==> config.mk <==
export PLATFORM = sky130hd
export DESIGN_NAME = ctrl_decode_fsm
export DESIGN_NICKNAME = d
export VERILOG_FILES = /design/src/rtl/ctrl_decode_fsm.sv
export SDC_FILE = /design/constraint.sdc
export NUM_CORES = 1
export LEC_CHECK = 0
export ABC_CLOCK_PERIOD_IN_PS = 2600
export CAP_MARGIN = 20
export CORE_AREA = 2 2 93 72
export CTS_BUF_LIST = sky130_fd_sc_hd__clkbuf_2
export DETAILED_ROUTE_END_ITERATION = 10
export DIE_AREA = 0 0 95 74
export GPL_TIMING_DRIVEN = 0
export PLACE_DENSITY_LB_ADDON = 0.12
export REMOVE_ABC_BUFFERS = 1
export SYNTH_ARGS = -nofsm -noshare
export SYNTH_HDL_FRONTEND = slang
export SYNTH_SLANG_ARGS = --single-unit
export TNS_END_PERCENT = 5
==> constraint.sdc <==
create_clock -name clk -period 2.6 [get_ports clk]
set_input_delay 0.52 -clock clk [delete_from_list [all_inputs] [get_ports clk]]
set_output_delay 0.52 -clock clk [all_outputs]
set_load 0.05 [all_outputs]
==> src/rtl/ctrl_decode_fsm.sv <==
// ctrl_decode_fsm: multi-cycle FETCH/DECODE/EXEC/MEM/WB controller producing ALU fs codes and datapath controls.
// Optional retire counter output retire_cnt is enabled by defining CTRL_RETIRE_CNT_EN.
module ctrl_decode_fsm #(
  parameter int PC_WIDTH = 8,
  parameter int nBit = 16,
  parameter logic [PC_WIDTH-1:0] RESET_PC = '0
) (
  input  logic                clk,
  input  logic                rst,
  output logic                instr_req,
  output logic [PC_WIDTH-1:0] instr_addr,
  input  logic                instr_valid,
  input  logic [nBit-1:0]     instr_in,
  output logic [2:0]          fs,
  output logic [2:0]          rd_addr,
  output logic [2:0]          rs_addr,
  output logic [2:0]          rt_addr,
  output logic [nBit-1:0]     imm,
  output logic [1:0]          wb_sel,
  output logic                reg_we,
  output logic                mem_req,
  output logic                mem_we,
  input  logic                mem_ready,
  input  logic                alu_zero,
  output logic                halted,
  output logic                illegal
`ifdef CTRL_RETIRE_CNT_EN
  ,
  output logic [15:0]         retire_cnt
`endif
);
  typedef enum logic [2:0] {FETCH, DECODE, EXEC, MEM, WB, HALT} state_t;
  state_t state;
  logic [nBit-1:0] ir;
  logic [PC_WIDTH-1:0] pc;
  logic [nBit-1:0] imm_x;
  logic [3:0] op;
  logic is_alu, is_ldi, is_ld, is_st, is_jmp, is_bz, is_halt, legal;
  logic [2:0] fs_d;
  assign op      = ir[15:12];
  assign is_alu  = op >= 4'h1 && op <= 4'h6;
  assign is_ldi  = op == 4'h7;
  assign is_ld   = op == 4'h8;
  assign is_st   = op == 4'h9;
  assign is_jmp  = op == 4'hA;
  assign is_bz   = op == 4'hB;
  assign is_halt = op == 4'hF;
  assign legal   = op <= 4'hB || is_halt;
  assign imm_x   = {{(nBit-8){1'b0}}, ir[7:0]};
  // BZ routes the tested register through the ALU as OR(r,r) so alu_zero reflects it
  assign fs_d    = is_alu ? 3'(op - 4'd1) : is_bz ? 3'b011 : 3'b000;
  assign instr_addr = pc;
  always_ff @(posedge clk) begin
    if (rst) begin
      state     <= FETCH;
      pc        <= RESET_PC;
      ir        <= '0;
      instr_req <= 1'b0;
      fs        <= '0;
      rd_addr   <= '0;
      rs_addr   <= '0;
      rt_addr   <= '0;
      imm       <= '0;
      wb_sel    <= '0;
      reg_we    <= 1'b0;
      mem_req   <= 1'b0;
      mem_we    <= 1'b0;
      halted    <= 1'b0;
      illegal   <= 1'b0;
    end else begin
      reg_we <= 1'b0;
      case (state)
        FETCH: begin
          if (!instr_req) instr_req <= 1'b1;
          else if (instr_valid) begin
            ir        <= instr_in;
            pc        <= pc + PC_WIDTH'(1);
            instr_req <= 1'b0;
            state     <= DECODE;
          end
        end
        DECODE: begin
          rd_addr <= ir[11:9];
          rs_addr <= is_bz ? ir[11:9] : ir[8:6];
          rt_addr <= is_bz ? ir[11:9] : ir[5:3];
          imm     <= imm_x;
          fs      <= fs_d;
          wb_sel  <= is_ldi ? 2'b01 : is_ld ? 2'b10 : 2'b00;
          state   <= EXEC;
        end
        EXEC: begin
          if (is_alu || is_ldi) begin
            reg_we <= 1'b1;
            state  <= WB;
          end else if (is_ld || is_st) begin
            mem_req <= 1'b1;
            mem_we  <= is_st;
            state   <= MEM;
          end else if (is_halt) begin
            halted <= 1'b1;
            state  <= HALT;
          end else begin
            instr_req <= 1'b1;
            state     <= FETCH;
          end
          if (is_jmp || (is_bz && alu_zero)) pc <= imm_x[PC_WIDTH-1:0];
          if (!legal) illegal <= 1'b1;
        end
        MEM: begin
          if (mem_ready) begin
            mem_req   <= 1'b0;
            mem_we    <= 1'b0;
            reg_we    <= is_ld;
            instr_req <= is_st;
            state     <= is_ld ? WB : FETCH;
          end
        end
        WB: begin
          instr_req <= 1'b1;
          state     <= FETCH;
        end
        default: ;
      endcase
    end
  end
`ifdef CTRL_RETIRE_CNT_EN
  logic retire;
  assign retire = (state == EXEC && !(is_alu || is_ldi || is_ld || is_st)) ||
                  (state == MEM && mem_ready && is_st) || state == WB;
  always_ff @(posedge clk) retire_cnt <= rst ? '0 : retire_cnt + 16'(retire);
`endif
endmodule

==> results.py <==
metrics = {
    "outcome": {
        "status": "complete, no violations",
    },
    "critical_path": {
        "cpPeakStageDelay_ns": 0.88,
        "end_kind": "primary output",
        "r2r_cells": 5,
        "crit_arrival_ns": 1.85,
        "crit_required_ns": 2.08,
        "critPathLaunch": "instr_addr[0]$_SDFFE_PP0P_",
        "slowest_stage": "clkdlybuf4s50_1",
        "crit_family": "buffers and inverters",
        "r2r_setup_slack_ns": 0.39,
        "crit_fanout": 9,
        "rr_startpoint": "state[0]$_SDFFE_PP0P_",
        "crit_buf_inv": 1,
        "worstSetupPathType": "flop to primary output",
        "cp-start-kind": "flop",
        "crit_chain": "clkdlybuf4s50_1",
        "cp.depth": 1,
    },
    "clocking": {
        "post_cts_resized": 0,
        "postCtsHoldBufs": 0,
        "cts-buffers-inserted": 5,
        "insertion_delay_ns": 0.45,
        "clock-sinks": 55,
        "cts_tree": "yes",
        "clk_pin_slew_ns": 0.25,
        "root_buffer": "clkbuf_2",
        "post_cts_buffers": 0,
        "cts_buffer_depth": 2,
        "htreeDepth": 2,
    },
    "placement": {
        "dp_hpwl_mm": 4.52,
        "pre_cts_ws_ns": -0.210,
        "gp_congestion": 0.887,
        "portBuffers": 56,
    },
    "finish": {
        "multi_input_area_um2": 1370,
        "syn_to_final_growth_pct": 25.1,
        "seqCellArea_um2": 1100,
        "nFillCells": 590,
        "layout_common_cells": "dfxtp_1 (55), clkdlybuf4s50_1 (55), a21oi_1 (42)",
        "nets": 384,
        "drive_above_1_share": 0.0531,
        "diodes": 0,
    },
    "floorplanning": {
        "die_area_um2": 7030,
        "ioPinCount": 65,
        "start_util": 0.425,
        "die_w_um": 95,
        "rows": 25,
        "core_um2": 6160,
        "die_y_um": 74,
    },
    "sta": {
        "fin_crit_sh": 0.913,
        "tightest_slew_ns": 0.887,
        "hold_slack_ns": 0.474,
        "setup_viol": 0,
        "finalHoldViolCount": 0,
        "relSlewSlack": 0.405,
        "finalSetupTns_ns": 0,
        "min_period_ns": 2.37,
        "max_freq_mhz": 421,
        "rsz0062_at_grt": "no",
        "worst_slack_ns": 0.227,
        "drv_slew": 0,
        "skew_ns": 0.0279,
    },
    "global_routing": {
        "grt_pass1_vias": 1998,
        "grt_first_pass_wirelength_mm": 10.2,
        "grt_max_degree": 48,
        "grt.overflow.total": 0,
        "grtUsageTotal": 0.187,
        "antenna_found_initial": 0,
    },
    "power": {
        "power.leakage_uw": 0.00118,
        "powerDensity_nw_per_um2": 612,
        "peakVddDrop_uv": 256,
    },
    "yosys": {
        "synthCells": 314,
        "syn-cell-area_um2": 2620,
        "synth_area_per_cell_um2": 8.35,
        "yosysSeqAreaShare": 0.420,
        "yosysTopAreaCell": "dfxtp_1",
        "ys.flop_type": "dfxtp_1",
        "ys_seq_elements": 55,
        "synth_edf_count": 0,
        "synth_area_leaders": "dfxtp_1 (42%), a21oi_1 (8.0%), mux2i_1 (8.0%)",
        "async_flop_share": 0,
        "synth_top_cell_area_share": 0.420,
        "ys_types": 45,
        "yosys_warnings": 0,
    },
    "worst_hold_path": {
        "hold_start": "imm[2]$_SDFFE_PP0N_",
        "min_path_type": "flop to flop",
        "hold_depth": 2,
    },
    "drt": {
        "first_pass_iters": 5,
        "drt_first_iter_violations": 150,
        "antenna_left": 0,
        "routed_via_density": 5.24,
        "vias": 2299,
        "wl_mm": 6.48,
        "wire_per_inst_um": 14.8,
        "post-route-drc-count": 0,
    },
    "flow_run": {
        "cap_viol_max_count": 0,
    },
}
## routing by layer
layer / vias up / GRT usage / share of wire
met5: - / 0 / 0
met4: 0 / 0.0338 / 0.0057
met3: 5 / 0.0436 / 0.072
met2: 87 / 0.263 / 0.40
met1: 1033 / 0.292 / 0.52
li1: 1174 / - / -
## per-stage QoR
step,util,power (uW),std cells,area (um^2)
2_1_floorplan,-,1360,291,2490
3_3_place_gp,0.512,1560,428,3150
3_5_place_dp,0.516,1570,430,3180
4_1_cts,0.528,2010,438,3250
5_1_grt,0.532,2120,439,3280
6_report,0.532,2010,439,3280
## synthesized netlist by cell type (all sizes together) (3+ instances only)
master,n
or3,3
nor2,26
nor3,7
a21oi,42
dfxtp,55
mux2i,21
nand2b,3
a211oi,3
buf,10
nand2,39
a31oi,6
ha,6
clkbuf,20
nor3b,4
and2,4
inv,8
nand3,5
o21ai,21
## path summary, 6_finish.rpt
check / endpoint
max: instr_addr[0]
min: imm[2]$_SDFFE_PP0N_
max reg2reg: wb_sel[0]$_SDFFE_PP0N_
min reg2reg: imm[2]$_SDFFE_PP0N_
## worst register-to-register path: cells and delay by family (launching register included)
kind	cells	cell delay (ns)
compound gates	1	0.16
buf+inv	2	0.43
flops	1	0.70
simple gates	2	0.85
## final cells by class
type,count,area share
Sequential cell,55,0.336
Timing Repair Buffer,59,0.185
Tap cell,81,0.0309
Multi-Input combinational cell,228,0.418
Clock inverter,3,0.0134
Inverter,8,0.00916
Clock buffer,5,0.00763
## registers in the layout, indices dropped and copies added (netlist names)
signal	count
instr_addr	8
state	3
illegal	1
rd_addr	3
fs	3
wb_sel	2
rs_addr	3
halted	1
mem_req	1
instr_req	1
reg_we	1
imm	8
rt_addr	3
mem_we	1
ir	16
## report_power, final
| part | total, uW | switching (uW) | leakage [uW] | internal, uW |
|---|---|---|---|---|
| Combinational | 591 | 374 | 0.000695 | 217 |
| Clock | 434 | 271 | 0.0000429 | 163 |
| Sequential | 980 | 74.1 | 0.000446 | 906 |
## cells by family after synthesis
logic type	after synthesis	share of synthesized area
buffers and inverters	38	0.0706
xor gates and xnor gates	1	0.00334
other	1	0.00143
DFF	55	0.420
AOI/OAI and AO/OA	87	0.201
muxes	21	0.0802
adders and majority gates	6	0.0286
and+or+nand+nor	105	0.194
Note: power is estimated with default switching activity, not from simulation.
